===== src/rtl/mem_access_sequencer_pkg.sv =====
// mem_access_sequencer_pkg: state codes, access sizes and alignment helper
package mem_access_sequencer_pkg;
   typedef enum logic [1:0] {IDLE, DATA, FETCH, DONE} state_t;
   localparam logic [1:0] SIZE_B = 2'b00;
   localparam logic [1:0] SIZE_H = 2'b01;
   localparam logic [1:0] SIZE_W = 2'b10;
   localparam logic [31:0] NOP_INST = 32'h0000_0013;
   function automatic logic misaligned(input logic [1:0] size, input logic [1:0] off);
      return size == SIZE_B ? 1'b0 : size == SIZE_H ? off[0] : |off;
   endfunction
endpackage


===== src/rtl/mem_access_sequencer_if.sv =====
// mem_access_sequencer_if: single-port memory bus between the sequencer and the memory
interface mem_access_sequencer_if;
   logic        mem_req;
   logic        mem_we;
   logic [31:0] mem_addr;
   logic [31:0] mem_wdata;
   logic [3:0]  mem_be;
   logic [31:0] mem_rdata;
   logic        mem_ack;
   modport master (output mem_req, mem_we, mem_addr, mem_wdata, mem_be, input mem_rdata, mem_ack);
   modport slave (input mem_req, mem_we, mem_addr, mem_wdata, mem_be, output mem_rdata, mem_ack);
endinterface


===== src/rtl/mem_access_sequencer_mem_lane_align.sv =====
// mem_access_sequencer_mem_lane_align: byte enables, store lane replication and load extraction
module mem_access_sequencer_mem_lane_align
   import mem_access_sequencer_pkg::*;
(
   input  logic [1:0]  off,
   input  logic [1:0]  size,
   input  logic        uns,
   input  logic [31:0] wdata,
   input  logic [31:0] rdata,
   output logic [3:0]  be,
   output logic [31:0] wdata_rep,
   output logic [31:0] rdata_ext
);
   logic [15:0] sh;
   always_comb begin
      sh = 16'(rdata >> {off, 3'b000});
      be = size == SIZE_B ? 4'b0001 << off : size == SIZE_H ? (off[1] ? 4'b1100 : 4'b0011) : 4'b1111;
      wdata_rep = size == SIZE_B ? {4{wdata[7:0]}} : size == SIZE_H ? {2{wdata[15:0]}} : wdata;
      rdata_ext = size == SIZE_B ? {{24{sh[7] & ~uns}}, sh[7:0]} :
                  size == SIZE_H ? {{16{sh[15] & ~uns}}, sh[15:0]} : rdata;
   end
endmodule


===== src/rtl/mem_access_sequencer.sv =====
// mem_access_sequencer: shares one single-port memory between load/store and fetch,
// serving data first and stalling the pipeline until both accesses are finished.
module mem_access_sequencer
   import mem_access_sequencer_pkg::*;
#(
   parameter int TIMEOUT_CYC = 255
) (
   input  logic        clk,
   input  logic        rst,
   input  logic        if_req,
   input  logic [31:0] if_addr,
   output logic [31:0] if_rdata,
   output logic        if_valid,
   input  logic        d_read,
   input  logic        d_write,
   input  logic [31:0] d_addr,
   input  logic [31:0] d_wdata,
   input  logic [1:0]  d_size,
   input  logic        d_unsigned,
   output logic [31:0] d_rdata,
   output logic        d_done,
   output logic        stall,
   output logic [1:0]  err,
   mem_access_sequencer_if.master mem
);
   state_t      state;
   logic        pend_fetch, svc_data, uns_r;
   logic [31:0] fetch_addr;
   logic [1:0]  off_r, size_r, size_n, al_off, al_size;
   logic [7:0]  cnt;
   logic        d_req, mis, ack, tmo, fin;
   logic [3:0]  al_be;
   logic [31:0] al_wdata, al_rdata;
   always_comb begin
      d_req = d_read | d_write;
      size_n = d_size == 2'b11 ? SIZE_W : d_size;
      mis = d_req & misaligned(size_n, d_addr[1:0]);
      al_off = state == IDLE ? d_addr[1:0] : off_r;
      al_size = state == IDLE ? size_n : size_r;
      ack = mem.mem_req & mem.mem_ack;
      tmo = mem.mem_req & ~mem.mem_ack & (cnt == 8'(TIMEOUT_CYC - 1));
      fin = ack | tmo;
      stall = ((state == IDLE) & (d_req | if_req)) | (state == DATA) | (state == FETCH);
   end
   mem_access_sequencer_mem_lane_align u_align (
      .off(al_off), .size(al_size), .uns(uns_r), .wdata(d_wdata), .rdata(mem.mem_rdata),
      .be(al_be), .wdata_rep(al_wdata), .rdata_ext(al_rdata)
   );
   always_ff @(posedge clk or posedge rst) begin
      if (rst) begin
         state <= IDLE;
         pend_fetch <= 1'b0;
         svc_data <= 1'b0;
         uns_r <= 1'b0;
         fetch_addr <= '0;
         off_r <= '0;
         size_r <= SIZE_B;
         cnt <= '0;
         if_rdata <= NOP_INST;
         if_valid <= 1'b0;
         d_rdata <= '0;
         d_done <= 1'b0;
         err <= '0;
         mem.mem_req <= 1'b0;
         mem.mem_we <= 1'b0;
         mem.mem_addr <= '0;
         mem.mem_wdata <= '0;
         mem.mem_be <= '0;
      end else begin
         if_valid <= 1'b0;
         d_done <= 1'b0;
         case (state)
            IDLE: begin
               pend_fetch <= if_req;
               svc_data <= d_req;
               fetch_addr <= if_addr & ~32'h3;
               off_r <= d_addr[1:0];
               size_r <= size_n;
               uns_r <= d_unsigned;
               err <= {1'b0, mis};
               if (mis) d_rdata <= '0;
               if (d_req & ~mis) begin
                  state <= DATA;
                  mem.mem_req <= 1'b1;
                  mem.mem_we <= d_write;
                  mem.mem_addr <= d_addr & ~32'h3;
                  mem.mem_be <= al_be;
                  mem.mem_wdata <= al_wdata;
               end else if (if_req) begin
                  state <= FETCH;
                  mem.mem_req <= 1'b1;
                  mem.mem_we <= 1'b0;
                  mem.mem_addr <= if_addr & ~32'h3;
                  mem.mem_be <= 4'hf;
               end else if (mis) begin
                  state <= DONE;
                  d_done <= 1'b1;
               end
            end
            DATA: begin
               if (fin) begin
                  mem.mem_req <= 1'b0;
                  cnt <= '0;
                  err[1] <= err[1] | tmo;
                  if (!mem.mem_we) d_rdata <= tmo ? '0 : al_rdata;
                  if (pend_fetch) begin
                     state <= FETCH;
                     mem.mem_we <= 1'b0;
                     mem.mem_addr <= fetch_addr;
                     mem.mem_be <= 4'hf;
                  end else begin
                     state <= DONE;
                     d_done <= 1'b1;
                  end
               end else cnt <= cnt + 8'd1;
            end
            FETCH: begin
               // after a data access the request is re-raised one cycle later
               if (fin) begin
                  mem.mem_req <= 1'b0;
                  cnt <= '0;
                  err[1] <= err[1] | tmo;
                  if_rdata <= tmo ? NOP_INST : mem.mem_rdata;
                  state <= DONE;
                  if_valid <= 1'b1;
                  d_done <= svc_data;
               end else if (mem.mem_req) cnt <= cnt + 8'd1;
               else mem.mem_req <= 1'b1;
            end
            DONE: begin
               state <= IDLE;
               err <= '0;
            end
         endcase
      end
   end
endmodule


===== src/flat_wrapper.sv =====
// flat-port wrapper written by rule: the top's interface ports become plain ports
module mem_access_sequencer_flat import mem_access_sequencer_pkg::*;
#(
   parameter int TIMEOUT_CYC = 255
)
  (clk, rst, if_req, if_addr, if_rdata, if_valid, d_read, d_write, d_addr, d_wdata, d_size, d_unsigned, d_rdata, d_done, stall, err, mem_mem_req, mem_mem_we, mem_mem_addr, mem_mem_wdata, mem_mem_be, mem_mem_rdata, mem_mem_ack);
  mem_access_sequencer_if mem_i ();
  input  logic clk;
  input  logic rst;
  input  logic if_req;
  input  logic [31:0] if_addr;
  output logic [31:0] if_rdata;
  output logic if_valid;
  input  logic d_read;
  input  logic d_write;
  input  logic [31:0] d_addr;
  input  logic [31:0] d_wdata;
  input  logic [1:0] d_size;
  input  logic d_unsigned;
  output logic [31:0] d_rdata;
  output logic d_done;
  output logic stall;
  output logic [1:0] err;
  output wire logic [$bits(mem_i.mem_req)-1:0] mem_mem_req;
  output wire logic [$bits(mem_i.mem_we)-1:0] mem_mem_we;
  output wire logic [$bits(mem_i.mem_addr)-1:0] mem_mem_addr;
  output wire logic [$bits(mem_i.mem_wdata)-1:0] mem_mem_wdata;
  output wire logic [$bits(mem_i.mem_be)-1:0] mem_mem_be;
  input wire logic [$bits(mem_i.mem_rdata)-1:0] mem_mem_rdata;
  input wire logic [$bits(mem_i.mem_ack)-1:0] mem_mem_ack;
  assign mem_mem_req = mem_i.mem_req;
  assign mem_mem_we = mem_i.mem_we;
  assign mem_mem_addr = mem_i.mem_addr;
  assign mem_mem_wdata = mem_i.mem_wdata;
  assign mem_mem_be = mem_i.mem_be;
  assign mem_i.mem_rdata = mem_mem_rdata;
  assign mem_i.mem_ack = mem_mem_ack;
  mem_access_sequencer #(.TIMEOUT_CYC(TIMEOUT_CYC)) u_core (.clk(clk), .rst(rst), .if_req(if_req), .if_addr(if_addr), .if_rdata(if_rdata), .if_valid(if_valid), .d_read(d_read), .d_write(d_write), .d_addr(d_addr), .d_wdata(d_wdata), .d_size(d_size), .d_unsigned(d_unsigned), .d_rdata(d_rdata), .d_done(d_done), .stall(stall), .err(err), .mem(mem_i));
endmodule

===== config.mk =====
export PLATFORM = sky130hd
export DESIGN_NAME = mem_access_sequencer_flat
export DESIGN_NICKNAME = d
export VERILOG_FILES = /design/src/rtl/mem_access_sequencer_pkg.sv /design/src/rtl/mem_access_sequencer_if.sv /design/src/rtl/mem_access_sequencer_mem_lane_align.sv /design/src/rtl/mem_access_sequencer.sv /design/src/flat_wrapper.sv
export SDC_FILE = /design/constraint.sdc
export NUM_CORES = 1
export LEC_CHECK = 0
export CORE_MARGIN = 1
export CORE_UTILIZATION = 51
export CTS_BUF_LIST = sky130_fd_sc_hd__clkbuf_4 sky130_fd_sc_hd__clkbuf_8 sky130_fd_sc_hd__clkbuf_16
export DETAILED_ROUTE_END_ITERATION = 8
export PLACE_DENSITY = 0.95
export SYNTH_ARGS = -nofsm -noshare
export SYNTH_HDL_FRONTEND = slang
export SYNTH_SLANG_ARGS = --single-unit

===== constraint.sdc =====
create_clock -name clk -period 14.4 [get_ports clk]
set_input_delay 2.88 -clock clk [delete_from_list [all_inputs] [get_ports clk]]
set_output_delay 2.88 -clock clk [all_outputs]
set_load 0.05 [all_outputs]

After elaboration in Yosys (flattened, before gate mapping)

Cells that the tools add are included.

Register bits after elaboration: 185
Bits of input ports: 137
Output and inout port bits: 139
Word-level logic and storage cells: 133

Add/sub/neg operators: 1
Eq/ne operators: 16
Shift-type cells: 2
Muxes and demuxes: 61
Bitwise gates (word level): 17
Reduce and logical (&&, ||, !) cells: 17

Operator list:

| operator                                              | number |
|---|---|
| 2-to-1 mux 32 bit                                     | 13 |
| case mux 32 bit (2 select lines)                      | 2 |
| right shift 32 x 5 -> 16 bit                          | 1 |
| 2-to-1 mux 4 bit                                      | 7 |
| 2-to-1 mux 8 bit                                      | 3 |
| 2-to-1 mux 1 bit                                      | 20 |
| 2-to-1 mux 2 bit                                      | 8 |
| case mux 8 bit (2 select lines)                       | 1 |
| inequality test 2 x 1 -> 1 bit, second input constant | 5 |
| adder 8 x 1 -> 8 bit, second input constant           | 1 |
| AND 1 bit                                             | 8 |
| equality test 8 bit, second input constant            | 1 |
| case mux 2 bit (4 select lines)                       | 1 |
| case mux 4 bit (2 select lines)                       | 1 |
| AND reduction 4 bit                                   | 2 |
| equality test 2 x 1 -> 1 bit, second input constant   | 3 |
| equality test 2 bit, second input constant            | 3 |
| logical NOT 2 bit                                     | 3 |
| bitwise OR 1 bit                                      | 6 |
| case mux 1 bit (2 select lines)                       | 3 |
| case mux 1 bit (3 select lines)                       | 2 |
| AND reduction 2 bit                                   | 3 |
| AND reduction 3 bit                                   | 2 |
| nonzero test 2 bit                                    | 3 |
| 8 further kinds                                       | 12 |

Longest topological paths before layout

Depth after elaboration: 10
Depth in mapped cells: 11
Depth with buffers taken out: 8

By module

A second synthesis with hierarchy kept.

Cell total of the unflattened synthesis: 972
Area total of the unflattened synthesis: 9929.5 um^2

By module, submodules not included:

| module                              | instances | cells each | area each (um^2) | seq. area each (um^2) |
|---|---|---|---|---|
| mem_access_sequencer                | 1         | 769        | 8605.8           | 4583.1 |
| mem_access_sequencer_mem_lane_align | 1         | 203        | 1323.8           | 0.0 |

Worst setup path after synthesis

No wires, ideal clock.

Kind: in2out
Start: input port d_write
End: output port stall
Arrival time: 3999 ps
Required time: 11520 ps
Path slack: 7521 ps
Cell stages on the path: 2
Buffers on the path: 0
Cell sequence: nor3_1 -> o21ai_0

Longest elaborated chain between the ends: 5

Ends and longest elaborated chain:

| element                        | line                       | text |
|---|---|---|
| start: declaration             | flat_wrapper.sv:15         | `input logic d_write;` |
| bitwise OR 1 bit               | mem_access_sequencer.sv:35 | `d_req = d_read \| d_write;` |
| bitwise OR 1 bit               | mem_access_sequencer.sv:43 | `stall = ((state == IDLE) & (d_req \| if_req)) \| (state == DATA) \| (state == FETCH);` |
| AND 1 bit                      | mem_access_sequencer.sv:43 |  |
| bitwise OR 1 bit (2 in series) | mem_access_sequencer.sv:43 |  |
| end: declaration               | flat_wrapper.sv:22         | `output logic stall;` |

Every way passes these cells.

Worst setup path after layout

Ends and elaborated chain as after synthesis.

==> results.sh <==
export IMPL_status="finished, final reports clean"
export IMPL_syn_to_final_growth_pct=39.4
export IMPL_wl_mm=25.7
export IMPL_drt_pass1_iterations=6
export IMPL_ff2ff_path_depth=9
export IMPL_wl_met3_mm=2.28
export IMPL_numCtsBuffers=17
export IMPL_maxSlewViolCount=0
export IMPL_fin_setup_tns_ps=0
export IMPL_fillers=1145
export IMPL_place_port_buffers=271
export IMPL_grt_pass1_wl_mm=41.4
export IMPL_worst_slew_pin_transition_ps=1200
export IMPL_synth_edf_count=0
export IMPL_fin_util_pct=73.0
export IMPL_synth_cells=856
export IMPL_leakage_nw=5.27
export IMPL_maxCapViolCount=0
export IMPL_dieArea_mm2=0.0176
export IMPL_synth_cell_types=57
export IMPL_synth_seq_cells=183
export IMPL_num_rows=47
export IMPL_endpoint_kind="primary output"
export IMPL_ctsResizeCount=0
export IMPL_ys_async_sr_fraction_pct=100
export IMPL_pre_cts_ws_ps=7030
export IMPL_syn_area_per_cell_um2=10.2
export IMPL_cp_max_fo=4
export IMPL_tritoncts="done"
export IMPL_grt_max_degree=118
export IMPL_path_clk_slew_ps=70
export IMPL_hold_slack_ps=481
export IMPL_grt_antenna_before_repair=0
export IMPL_multi_input_area_mm2=0.00381
export IMPL_final_cell_mix="clkdlybuf4s50_1 (271), nand2_1 (186), dfrtp_1 (180), o21ai_0 (106), mux2_2 (70)"
export IMPL_min_period_over_period_pct=51.3
export IMPL_fp_coreArea_mm2=0.0166
export IMPL_path_class="input port to primary output"
export IMPL_route_detailed_drc=0
export IMPL_hp_class="register to register"
export IMPL_slew_limit_headroom_pct=20.2
export IMPL_hold_path_startpoint="u_core.if_rdata[6]"
export IMPL_hold_path_depth=2
export IMPL_diodes=0
export IMPL_die_y_um=133
export IMPL_h_tree_depth=4
export IMPL_start_util_pct=52.4
export IMPL_insertion_delay_ps=430
export IMPL_wl_met2_mm=12.6
export IMPL_r2r_setup_slack_ps=10190
export IMPL_period_minus_slack_ps=7390
export IMPL_rr_startpoint="u_core.state[0]"
export IMPL_grt_pass1_vias=7947
export IMPL_clk_path_buf_depth=2
export IMPL_holdBufCountCts=0
export IMPL_setup_ws_ps=7010
export IMPL_yosysWarnings=0
export IMPL_power_density_mw_per_mm2=271
export IMPL_wl_per_cell_um=19.3
export IMPL_top_layer_used="met4"
export IMPL_critPathLaunch="d_write"
export IMPL_synthFlopType="dfrtp_1"
export IMPL_rr_endpoint="u_core.d_rdata[31]"
export IMPL_grt_usage_pct=30.2
export IMPL_register_area_mm2=0.00458
export IMPL_clock_skew_ps=10.6
export IMPL_rsz0062_at_grt="false"
export IMPL_viasPerCell=5.83
export IMPL_min_to="u_core.if_rdata[6]"
export IMPL_drtIter0Drc=606
export IMPL_gp_congestion=0.942
export IMPL_clock_fmax_ghz=0.135
export IMPL_yosysSeqAreaShare_pct=52.7
export IMPL_cp_start_kind="input port"
export IMPL_irDropWorstVdd_uv=163
export IMPL_post_cts_setup_buffer_count=0
export IMPL_grt_overflow=0
export IMPL_clock_root_buffer="clkbuf_16"
export IMPL_hold_viol=0
export IMPL_finalSetupViolations=0
export IMPL_cp_arrival_ps=4510
export IMPL_synth_area_mm2=0.00869
export IMPL_boundaryPins=276
export IMPL_final_common_cell="clkdlybuf4s50_1"
export IMPL_clkSinkCount=183
export IMPL_final_nets=1240
export IMPL_required_ps=11520
export IMPL_wl_met1_mm=9.92
export IMPL_dp_hpwl_mm=18.2
export IMPL_final_layout_size_suffix_gt1_share_pct=11.5
export IMPL_vias=7753
export IMPL_postRouteAntennaNets=0
export IMPL_dieWidth_um=133
==> power breakdown <==
group          switching, W  internal (W)
Combinational       0.00123      0.000658
Sequential         0.000144      0.000759
Clock              0.000206      0.000290
Total               0.00158       0.00171
==> cells in the mapped netlist (6+ instances only) <==
cell      instances  area share (%)
nand2_1         187             8.1
dfrtp_1         180              52
o21ai_0         106             6.1
mux2_2           70             9.1
mux2i_1          51             5.9
nor2_1           41             1.8
clkbuf_1         34             1.5
o21ai_1          16            0.92
nor3_1           15            0.86
a31oi_1          13            0.94
a21oi_1          10            0.58
buf_2            10            0.58
buf_4            10            0.86
inv_1            10            0.43
a222oi_1          8            0.92
a22o_1            7            0.71
o221ai_1          7            0.71
ha_1              6            0.86
nand3_1           6            0.35
==> cells by family after synthesis <==
group	count (synthesis)	share of synthesized area (%)
compound gates	196	13.7
xor+xnor	4	0.403
fa+ha+maj	6	0.864
buf+inv	69	3.73
flops	183	52.7
mux	123	15.3
other cells	1	0.0432
simple gates	274	13.1
==> critical path, stage by stage <==
cell             delay [ps]
clkdlybuf4s50_1         560
nor3_1                   80
o21ai_0                 150
clkdlybuf4s50_1         830
==> sequential cells by signal, indices dropped and copies added (netlist names), 2 cells and up <==
register / flops
u_core.d_rdata: 32
u_core.fetch_addr: 30
u_core.state: 2
u_core.cnt: 8
u_core.err: 2
u_core.off_r: 2
u_core.mem.mem_wdata: 32
u_core.mem.mem_be: 4
u_core.if_rdata: 32
u_core.size_r: 2
u_core.mem.mem_addr: 30
==> routing by layer <==
layer | global-route usage, % | up-vias
met3 | 8.85 | 62
met1 | 35.7 | 3802
li1 | - | 3487
met2 | 50.6 | 402
met5 | 0 | -
met4 | 14.4 | 0
==> worst max-delay path by stage <==
stage / to / slack [ps] / cells past startpoint
2_1_floorplan: u_core.cnt[0] / 6550 / 1
3_3_place_gp: stall / 7010 / 4
3_5_place_dp: stall / 7030 / 4
4_1_cts: stall / 7010 / 4
5_1_grt: stall / 6940 / 4
6_report: stall / 7010 / 4
==> layout make-up <==
type	count	area share, %
Timing Repair Buffer	278	22.8
Multi-Input combinational cell	605	31.4
Clock buffer	20	3.85
Clock inverter	12	1.34
Inverter	12	0.413
Tap cell	220	2.27
Sequential cell	183	37.8
==> stage by stage <==
step	cell area, um^2	instances	power [W]
finish	12100	1330	0.00329
global placement	11500	1298	0.00272
global route	12100	1330	0.00345
CTS	12100	1330	0.00329
detailed placement	11500	1298	0.00278
floorplan	8690	857	0.00219
Power figures use the tool's default switching activity.
